File: src/rtl/gps_pkg.sv
// Shared definitions for the GPS-to-MCU sample link: nibble layout, SPI framing, FSM states.
// Latency: n/a (types, constants and a pure helper function only).
// Backpressure: n/a.
package gps_pkg;

  // Bit positions of the I/Q components inside one 4-bit sample
  localparam int I1 = 3;
  localparam int I0 = 2;
  localparam int Q1 = 1;
  localparam int Q0 = 0;

  // Serial word length on the link
  localparam int SPI_BITS  = 8;
  localparam int BIT_CNT_W = $clog2(SPI_BITS);

  typedef logic [3:0] nibble_t;

  typedef enum logic {
    IDLE  = 1'b0,
    SHIFT = 1'b1
  } spi_state_t;

  // Extract one sample from a received byte; the upper nibble is the older sample.
  function automatic nibble_t pick_nibble(input logic [7:0] b, input logic upper);
    logic [7:0] s;
    nibble_t    n;
    s     = upper ? b : (b << 4);
    n[I1] = s[7];
    n[I0] = s[6];
    n[Q1] = s[5];
    n[Q0] = s[4];
    return n;
  endfunction

endpackage

File: src/rtl/sample_fifo.sv
// Generic synchronous FIFO with a registered head word.
// Latency: a push into an empty FIFO is visible on head_dat/!empty the next cycle.
// Backpressure: push is accepted when not full or when a pop happens in the same cycle; otherwise ignored.
module sample_fifo #(
  parameter int WIDTH = 4,
  parameter int DEPTH = 4
) (
  input  logic             clk,
  input  logic             rst_n,
  input  logic             push,
  input  logic [WIDTH-1:0] push_dat,
  input  logic             pop,
  output logic [WIDTH-1:0] head_dat,
  output logic             full,
  output logic             empty
);

  localparam int AW = $clog2(DEPTH);

  logic [WIDTH-1:0] mem [DEPTH];
  logic [AW-1:0]    wr_ptr;
  logic [AW-1:0]    rd_ptr;
  logic [AW-1:0]    rd_next;
  logic [AW:0]      count;
  logic [AW:0]      count_after_pop;
  logic             do_push;
  logic             do_pop;
  logic [WIDTH-1:0] head_q;

  assign full  = (count == (AW+1)'(DEPTH));
  assign empty = (count == '0);

  assign do_pop          = pop && !empty;
  assign do_push         = push && (!full || do_pop);
  assign count_after_pop = count - (AW+1)'(do_pop);
  assign rd_next         = rd_ptr + AW'(do_pop);

  assign head_dat = head_q;

  // Storage array: written at the tail on every accepted push
  always_ff @(posedge clk) begin
    if (do_push) begin
      mem[wr_ptr] <= push_dat;
    end
  end

  // Pointers and occupancy
  always_ff @(posedge clk or negedge rst_n) begin
    if (!rst_n) begin
      wr_ptr <= '0;
      rd_ptr <= '0;
      count  <= '0;
    end else begin
      if (do_push) begin
        wr_ptr <= wr_ptr + AW'(1);
      end
      rd_ptr <= rd_next;
      count  <= count_after_pop + (AW+1)'(do_push);
    end
  end

  // Registered head: bypass the pushed word when it becomes the head, else follow the read pointer
  always_ff @(posedge clk or negedge rst_n) begin
    if (!rst_n) begin
      head_q <= '0;
    end else if (do_push && (count_after_pop == '0)) begin
      head_q <= push_dat;
    end else if (do_pop && (count_after_pop != '0)) begin
      head_q <= mem[rd_next];
    end
  end

endmodule

File: src/rtl/spi_sample_rx.sv
// SPI mode-0 slave deframer: oversamples SCK/SS/MOSI, unpacks each byte into two 4-bit I/Q samples.
// Latency: byte completes at detect cycle E; first sample valid at E+2, second queued at end of E+2.
// Backpressure: valid/ready on the sample FIFO; a nibble that finds the FIFO full is dropped and OVERRUN set.
module spi_sample_rx
  import gps_pkg::*;
#(
  parameter int FIFO_DEPTH  = 4,
  parameter int SYNC_STAGES = 2
) (
  input  logic        MCU_CLK_25_000,
  input  logic        RESET_N,
  input  logic        MCU_SCK,
  input  logic        MCU_SS,
  input  logic        MCU_MOSI,
  output logic [3:0]  SAMPLE_OUT,
  output logic        SAMPLE_VALID,
  input  logic        SAMPLE_READY,
  output logic [15:0] BYTE_COUNT,
  output logic        FRAME_ERR,
  output logic        OVERRUN
);

  logic clk;
  assign clk = MCU_CLK_25_000;

  // ---------------------------------------------------------------- reset
  logic [1:0] rst_pipe;
  logic       rst_n;

  // Assert immediately, release two clocks after RESET_N rises
  always_ff @(posedge clk or negedge RESET_N) begin
    if (!RESET_N) begin
      rst_pipe <= '0;
    end else begin
      rst_pipe <= {rst_pipe[0], 1'b1};
    end
  end

  assign rst_n = rst_pipe[1];

  // ---------------------------------------------------------- synchronizers
  logic [SYNC_STAGES-1:0] sck_sync;
  logic [SYNC_STAGES-1:0] ss_sync;
  logic [SYNC_STAGES-1:0] mosi_sync;
  logic                   sck_hist;
  logic                   ss_hist;
  logic                   sck_s;
  logic                   ss_s;
  logic                   mosi_s;
  logic                   sck_rise;
  logic                   ss_rise;
  logic                   ss_fall;

  // SS resets low in both sync and history so a select already held low at release gives no falling edge
  always_ff @(posedge clk or negedge rst_n) begin
    if (!rst_n) begin
      sck_sync  <= '0;
      ss_sync   <= '0;
      mosi_sync <= '0;
      sck_hist  <= 1'b0;
      ss_hist   <= 1'b0;
    end else begin
      sck_sync  <= {sck_sync[SYNC_STAGES-2:0], MCU_SCK};
      ss_sync   <= {ss_sync[SYNC_STAGES-2:0], MCU_SS};
      mosi_sync <= {mosi_sync[SYNC_STAGES-2:0], MCU_MOSI};
      sck_hist  <= sck_s;
      ss_hist   <= ss_s;
    end
  end

  assign sck_s    = sck_sync[SYNC_STAGES-1];
  assign ss_s     = ss_sync[SYNC_STAGES-1];
  assign mosi_s   = mosi_sync[SYNC_STAGES-1];
  assign sck_rise = sck_s && !sck_hist;
  assign ss_rise  = ss_s && !ss_hist;
  assign ss_fall  = !ss_s && ss_hist;

  // -------------------------------------------------------------------- FSM
  spi_state_t           state_q;
  spi_state_t           state_d;
  logic [BIT_CNT_W-1:0] bitcnt;
  logic                 shift_en;
  logic                 byte_done;
  logic                 frame_abort;

  // State register
  always_ff @(posedge clk or negedge rst_n) begin
    if (!rst_n) begin
      state_q <= IDLE;
    end else begin
      state_q <= state_d;
    end
  end

  // Next state: a select falling edge opens a frame, a rising edge closes it
  always_comb begin
    state_d = state_q;
    case (state_q)
      IDLE:    if (ss_fall) state_d = SHIFT;
      SHIFT:   if (ss_rise) state_d = IDLE;
      default: state_d = IDLE;
    endcase
  end

  // Decoded strobes; a select rising edge wins over a coincident SCK edge
  always_comb begin
    shift_en    = 1'b0;
    byte_done   = 1'b0;
    frame_abort = 1'b0;
    if (state_q == SHIFT) begin
      shift_en    = sck_rise && !ss_rise;
      byte_done   = shift_en && (bitcnt == BIT_CNT_W'(SPI_BITS - 1));
      frame_abort = ss_rise && (bitcnt != '0);
    end
  end

  // --------------------------------------------------------------- datapath
  logic [SPI_BITS-2:0] shreg;
  logic [SPI_BITS-1:0] byte_hold;
  logic [1:0]          pend;
  logic [15:0]         byte_cnt_q;
  logic                frame_err_q;
  logic                overrun_q;

  // Bit counter: parked at zero outside a frame and cleared on abort or byte completion
  always_ff @(posedge clk or negedge rst_n) begin
    if (!rst_n) begin
      bitcnt <= '0;
    end else if ((state_q == IDLE) || ss_rise || byte_done) begin
      bitcnt <= '0;
    end else if (shift_en) begin
      bitcnt <= bitcnt + BIT_CNT_W'(1);
    end
  end

  // Shift register and completed-byte capture, MSB first
  always_ff @(posedge clk or negedge rst_n) begin
    if (!rst_n) begin
      shreg     <= '0;
      byte_hold <= '0;
    end else begin
      if (shift_en) begin
        shreg <= {shreg[SPI_BITS-3:0], mosi_s};
      end
      if (byte_done) begin
        byte_hold <= {shreg, mosi_s};
      end
    end
  end

  // Nibbles still to unpack from byte_hold: 2 = upper next, 1 = lower next
  always_ff @(posedge clk or negedge rst_n) begin
    if (!rst_n) begin
      pend <= 2'd0;
    end else if (byte_done) begin
      pend <= 2'd2;
    end else if (pend != 2'd0) begin
      pend <= pend - 2'd1;
    end
  end

  // ------------------------------------------------------------------- FIFO
  logic    fifo_push;
  nibble_t fifo_push_dat;
  logic    fifo_pop;
  logic    fifo_full;
  logic    fifo_empty;
  logic    nib_drop;
  logic    byte_overlap;

  assign fifo_push     = (pend != 2'd0);
  assign fifo_push_dat = pick_nibble(byte_hold, pend == 2'd2);
  assign fifo_pop      = SAMPLE_VALID && SAMPLE_READY;
  assign nib_drop      = fifo_push && fifo_full && !fifo_pop;
  assign byte_overlap  = byte_done && (pend != 2'd0);

  sample_fifo #(
    .WIDTH (4),
    .DEPTH (FIFO_DEPTH)
  ) u_fifo (
    .clk      (clk),
    .rst_n    (rst_n),
    .push     (fifo_push),
    .push_dat (fifo_push_dat),
    .pop      (fifo_pop),
    .head_dat (SAMPLE_OUT),
    .full     (fifo_full),
    .empty    (fifo_empty)
  );

  assign SAMPLE_VALID = !fifo_empty;

  // ------------------------------------------------------- counter and flags
  // Byte counter wraps naturally; error flags are sticky until reset
  always_ff @(posedge clk or negedge rst_n) begin
    if (!rst_n) begin
      byte_cnt_q  <= '0;
      frame_err_q <= 1'b0;
      overrun_q   <= 1'b0;
    end else begin
      if (byte_done) begin
        byte_cnt_q <= byte_cnt_q + 16'd1;
      end
      if (frame_abort) begin
        frame_err_q <= 1'b1;
      end
      if (nib_drop || byte_overlap) begin
        overrun_q <= 1'b1;
      end
    end
  end

  assign BYTE_COUNT = byte_cnt_q;
  assign FRAME_ERR  = frame_err_q;
  assign OVERRUN    = overrun_q;

endmodule

File: config.mk
export PLATFORM = sky130hd
export DESIGN_NAME = spi_sample_rx
export DESIGN_NICKNAME = d
export VERILOG_FILES = /design/src/rtl/gps_pkg.sv /design/src/rtl/sample_fifo.sv /design/src/rtl/spi_sample_rx.sv
export SDC_FILE = /design/constraint.sdc
export NUM_CORES = 1
export LEC_CHECK = 0
export BUFFER_PORTS_ARGS = -buffer_cell sky130_fd_sc_hd__buf_2
export CAP_MARGIN = 20
export CORE_MARGIN = 5
export CORE_UTILIZATION = 35
export CTS_BUF_LIST = sky130_fd_sc_hd__clkbuf_4 sky130_fd_sc_hd__clkbuf_8 sky130_fd_sc_hd__clkbuf_16
export DETAILED_ROUTE_END_ITERATION = 8
export GPL_TIMING_DRIVEN = 0
export HOLD_SLACK_MARGIN = 0.1
export PLACE_DENSITY = 0.61
export REMOVE_ABC_BUFFERS = 1
export SLEW_MARGIN = 20
export SYNTH_ARGS = -nofsm -noshare
export SYNTH_HDL_FRONTEND = slang
export SYNTH_SLANG_ARGS = --single-unit
File: constraint.sdc
create_clock -name MCU_CLK_25_000 -period 4.5 [get_ports MCU_CLK_25_000]
set_input_delay 0.45 -clock MCU_CLK_25_000 [delete_from_list [all_inputs] [get_ports MCU_CLK_25_000]]
set_output_delay 0.45 -clock MCU_CLK_25_000 [all_outputs]
set_load 0.02 [all_outputs]
# Word-level counts from Yosys, hierarchy flattened
# Memories as Yosys holds them, arrays and structs flattened.
# Cells that the tools add are included.
[op_classes]
n_addsub = 7
n_eq_ne = 3
mux = 15
bitwise_logic = 1
reduce_logical = 33
[ops]
columns = ["op", "n"]
rows = [
  ["16-bit by 1-bit adder with 16-bit output (second input constant)", 1],
  ["1-bit logical AND", 14],
  ["4-bit 2-to-1 mux", 2],
  ["8-bit 2-to-1 mux", 1],
  ["2-bit nonzero test", 4],
  ["1-bit zero test", 7],
  ["1-bit 2-to-1 mux", 7],
  ["3-bit equality test (second input constant)", 2],
  ["3-bit zero test", 2],
  ["3-bit 2-to-1 mux", 2],
  ["3-bit nonzero test", 2],
  ["1-bit logical OR", 4],
  ["2-bit 2-to-1 mux", 2],
  ["3-bit by 1-bit adder with 3-bit output", 1],
  ["3-bit by 1-bit adder with 3-bit output (second input constant)", 1],
  ["3-bit by 1-bit subtractor with 3-bit output", 1],
  ["2-bit by 1-bit adder with 2-bit output", 1],
  ["2-bit by 1-bit adder with 2-bit output (second input constant)", 1],
  ["2-bit equality test (second input constant)", 1],
  ["1-bit case mux with 2 select lines", 1],
  ["2-bit by 1-bit subtractor with 2-bit output (second input constant)", 1],
  ["1-bit inverter", 1],
]
[word_totals]
reg_bits = 60
mem_bits_rw = 16
input_bits = 6
output_inout_bits = 23
word_cells = 78
mem_count = 1
[mem_list]
columns = ["memory", "depth", "width", "read_ports", "rd_clocked_by_memory_dff", "wr", "line", "text"]
rows = [
  ["u_fifo.mem", 4, 4, 1, 0, 1, "sample_fifo.sv:20", "logic [WIDTH-1:0] mem [DEPTH];"],
]

# Depth between registers and ports, before layout
[depth]
depth_word = 9
depth_mapped = 7
mapped_depth_nobuf = 7

# By module
# From an unflattened synthesis, not the netlist that was laid out.
[unflattened]
hier_cells = 255
hier_area_um2 = 3269.4
[by_module_without_submodules]
columns = ["mod", "n_inst", "cells_per_inst", "area_per_inst_um2", "seq_area_each_um2"]
rows = [
  ["spi_sample_rx", 1, 177, 2060.7, 1226.2],
  ["sample_fifo", 1, 78, 1208.7, 755.7],
]

# Worst setup path before layout
# OpenSTA, ideal clock, no wires.
[synth_path]
path_kind = "register to register"
startpoint = "reg u_fifo.count[1]"
endpoint = "reg u_fifo.head_q[0] (netlist: u_fifo.head_dat[0])"
setup_ps = 138
t_arrival_ps = 1823
t_required_ps = 4362
slack_ps = 2538
path_stages_with_launch = 7
path_buffers = 0
synth_period_minus_slack_ps = 1962
path_cell_list = "dfrtp_1 o31ai_1 inv_1 ha_1 mux4_2 nand2_1 o221ai_1"
[synth_between]
elab_chain_cells = 8
elab_cells_between_ends = 18
cone_classes = "add/sub: 2; eq/ne: 1; mux: 2; reduce/logical: 12; memory: 1"
[synth_rtl]
columns = ["element", "line", "text"]
rows = [
  ["start, declared", "sample_fifo.sv:24", "logic [AW:0] count;"],
  ["start signal, assigned", "sample_fifo.sv:58", "count <= count_after_pop + (AW+1)'(do_push);"],
  ["3-bit zero test *", "sample_fifo.sv:31", "assign empty = (count == '0);"],
  ["1-bit zero test *", "sample_fifo.sv:33, spi_sample_rx.sv:191", ""],
  ["1-bit logical AND", "spi_sample_rx.sv:173", "assign fifo_pop = SAMPLE_VALID && SAMPLE_READY;"],
  ["1-bit logical AND *", "sample_fifo.sv:33", "assign do_pop = pop && !empty;"],
  ["2-bit by 1-bit adder with 2-bit output *", "sample_fifo.sv:36", "assign rd_next = rd_ptr + AW'(do_pop);"],
  ["via u_fifo.rd_next[0]", "sample_fifo.sv:23", "logic [AW-1:0] rd_next;"],
  ["memory read 4 x 4 bit *", "-", ""],
  ["4-bit 2-to-1 mux *", "sample_fifo.sv:68", "end else if (do_pop && (count_after_pop != '0)) begin"],
  ["4-bit 2-to-1 mux *", "sample_fifo.sv:66", "end else if (do_push && (count_after_pop == '0)) begin"],
  ["end signal, assigned", "sample_fifo.sv:67", "head_q <= push_dat;"],
  ["end signal, assigned", "sample_fifo.sv:69", "head_q <= mem[rd_next];"],
  ["end, declared", "sample_fifo.sv:28", "logic [WIDTH-1:0] head_q;"],
]
# The timed path passes the listed nets; every way through them passes the cells marked *. The select of a mux whose other input is x is not followed.
# A chain may end at the register's enable or synchronous reset.

# Worst setup path in the final report
[layout_path]
startpoint = "reg u_fifo.count[2]"
endpoint = "reg u_fifo.head_q[1] (netlist: u_fifo.head_dat[1])"
# The elaborated chain is that of the path after synthesis.

==> summary.md <==
| Metric | Value |
|---|---|
| Status | `finished clean` |
| Clock Path Buffers | `2` |
| Non-Filler Instances | `413` |
| Core ar. | `0.00911 mm²` |
| Final Hold Fails | `0` |
| Final ANT Viol Nets | `0` |
| Die W | `106 µm` |
| WS Path Type | `reg2reg` |
| I/O Buffers | `28` |
| Synth Instances | `258` |
| YS warnings | `0` |
| First-pass GRT wire length | `9800 µm` |
| Cts bufs inserted | `9` |
| Routed vias | `1973` |
| Count leader, synth | `dfrtp_1` |
| Vias per cell | `4.78` |
| I/O pin count | `29` |
| Max Fanout on Critical Path | `5` |
| Routed Wire Length | `5530 µm` |
| Netlist Area Pre-Place | `0.00322 mm²` |
| H-tree Lvls | `3` |
| Remaining global-route overflow | `0` |
| RSZ-0062 raised after global routing | `false` |
| Final Cycle Share | `49.0%` |
| Mean Syn Cell Area | `12.5 µm²` |
| Final min period | `2.20 ns` |
| Max_cap viols | `0` |
| Clock slew at reported path FFs | `0.07 ns` |
| Drt first-iter violations | `65` |
| Worst-Skew Late Latency | `0.34 ns` |
| Yosys cell types | `38` |
| Die ar. | `0.0112 mm²` |
| Fin Clk Skew | `0.00785 ns` |
| CP endpoint kind | `flop` |
| Ant diodes | `0` |
| Layout cells sized above 1 | `21.2%` |
| Clock net sink count | `76` |
| Endpoints failing setup | `0` |
| Critical path startpoint category | `flop` |
| Worst-Margin Slew | `0.714 ns` |
| Dominant synthesized flop cell | `dfrtp_1` |
| First-pass DRT Iterations | `6` |
| All-Layer GR Usage | `10.8%` |
| Peak supply drop | `166 µV` |
| Detailed-route DRC error count | `0` |
| Async set-reset flop share out of synthesis | `78.9%` |
| Sequential area share after synthesis | `61.5%` |
| Drt wl/cell | `13.4 µm` |
| Largest net degree at the start of global routing | `58` |
| Leakage | `1.77 nW` |
| Worst hold slack | `0.106 ns` |
| Final setup margin | `2.30 ns` |
| Initial Utilization | `35.4%` |
| Synth Register Bits | `76` |
| Area leader, netlist | `dfrtp_1` |
| Placed Cells | `396` |
| GPL Wtd Cong | `0.756` |
| CTS tree | `yes` |
| Die Ht | `106 µm` |
| Area share of the largest cell type after synthesis | `46.6%` |
| Hold/Removal Path Class | `reg2async` |
| Nets | `317` |
| Commonest cells in the netlist | `60 x dfrtp_1, 44 x nand2_1, 20 x inv_1` |
| Setup TNS | `0 ns` |
| Detailed placement HPWL | `3960 µm` |
| R2R cell count | `7` |
| Vias in the first global route | `2077` |
| Antenna violations before repair | `0` |
| Synth area leaders | `dfrtp_1 47%, edfxtp_1 15%, ha_1 5.4%, nand2_1 5.1%, xnor2_1 4.3%` |
| Worst flop-to-flop path startpoint | `u_fifo.count[2]` |
| Setup WS pre-CTS | `2.30 ns` |
| Reg2Reg Capture Point | `u_fifo.head_dat[1]` |
| Number of cell rows | `35` |
| Slew Viols, Final | `0` |
| Area Overhead vs Synth | `16.8%` |
| Root buf cell | `clkbuf_8` |
| FMAX | `0.454 GHz` |
| Total power | `2.05 mW` |
| Power Density | `543 mW/mm²` |
| Slew margin rel. | `52.0%` |
| Buffer count from post-CTS setup fixing | `0` |
| WP data arrival | `2.41 ns` |
| Number of synthesized flops with an enable pin | `16` |
| Worst path required time | `4.70 ns` |
| Worst reg-to-reg setup slack | `2.30 ns` |
## metrics by stage
| stage | util [%] | instance area [µm²] |
|---|---|---|
| floorplan | - | 3210 |
| global placement | 38.3 | 3490 |
| detailed placement | 38.8 | 3540 |
| CTS | 41.3 | 3760 |
| global route | 41.3 | 3760 |
| finish | 41.3 | 3760 |
## worst max-delay path by stage
stage | start | to | slack, ns | cells past startpoint
4_1_cts | u_fifo.count[2] | u_fifo.head_dat[1] | 2.28 | 7
3_5_place_dp | u_fifo.count[1] | u_fifo.head_dat[3] | 2.30 | 6
6_report | u_fifo.count[2] | u_fifo.head_dat[1] | 2.30 | 7
5_1_grt | u_fifo.count[2] | u_fifo.head_dat[3] | 2.13 | 7
3_3_place_gp | bitcnt[0] | BYTE_COUNT[6] | 1.68 | 6
2_1_floorplan | bitcnt[0] | BYTE_COUNT[6] | 2.40 | 6
## sequential cells by signal (all words and copies together) (netlist names)
name	count
u_fifo.head_dat	4
byte_hold	8
OVERRUN	1
u_fifo.count	3
sck_sync	2
FRAME_ERR	1
u_fifo.mem	16
sck_hist	1
shreg	7
BYTE_COUNT	16
ss_sync	2
u_fifo.rd_ptr	2
state_q	1
ss_hist	1
u_fifo.wr_ptr	2
pend	2
mosi_sync	2
rst_pipe	2
bitcnt	3
## metal layers
metal | share of wire [%] | GRT usage, % | vias to the layer above
met5 | 0 | 0 | -
met4 | 1.8 | 5.46 | 0
met3 | 2.9 | 1.94 | 8
met2 | 47 | 16.7 | 31
met1 | 48 | 14.6 | 967
li1 | - | - | 967
## where the power goes
part | leakage, nW | switching [mW] | total (mW) | internal (mW)
Clock | 0.116 | 0.240 | 0.557 | 0.317
Sequential | 0.923 | 0.0848 | 0.949 | 0.865
Combinational | 0.733 | 0.294 | 0.539 | 0.244
## logic make-up after synthesis
group / after synthesis / synth area share [%]
flip-flops: 76 / 61.5
adder cells (fa/ha/maj): 14 / 5.43
XOR/XNOR: 20 / 5.43
other: 1 / 0.116
multiplexers: 15 / 6.48
AND/OR/NAND/NOR: 90 / 14.3
AO/OA/AOI/OAI: 18 / 3.96
buffers and inverters: 24 / 2.79
## placed cells by master (no fill, tap or decap), types with 7 or more instances in the layout
master     n
nand2_1   44
xnor2_1   16
nand4_1    8
dfrtp_1   59
mux2_2     7
edfxtp_1  16
clkbuf_8  10
inv_1     20
ha_1      14
buf_2     28
## repair_timing
item | CTS | global route
endpoints found under the hold margin | 2 | 0
hold buffers | 1 | 0
gates resized for setup | 0 | 0
## cell type report
class | count | area (µm²)
Multi-Input combinational cell | 158 | 1160
Tap cell | 111 | 139
Clock inverter | 3 | 41.3
Clock buffer | 13 | 178
Sequential cell | 76 | 1990
Inverter | 21 | 78.8
Timing Repair Buffer | 31 | 185
Fill cell | 856 | 5340
## worst max-delay path, cell delays in order, from the launching register on
cell,delay (ns)
dfrtp_1,0.43
o31ai_1,0.34
inv_1,0.09
ha_1,0.20
xor2_1,0.44
mux4_2,0.38
nand2_1,0.08
o221ai_1,0.11
No activity file was read; power rests on OpenSTA's default activity.
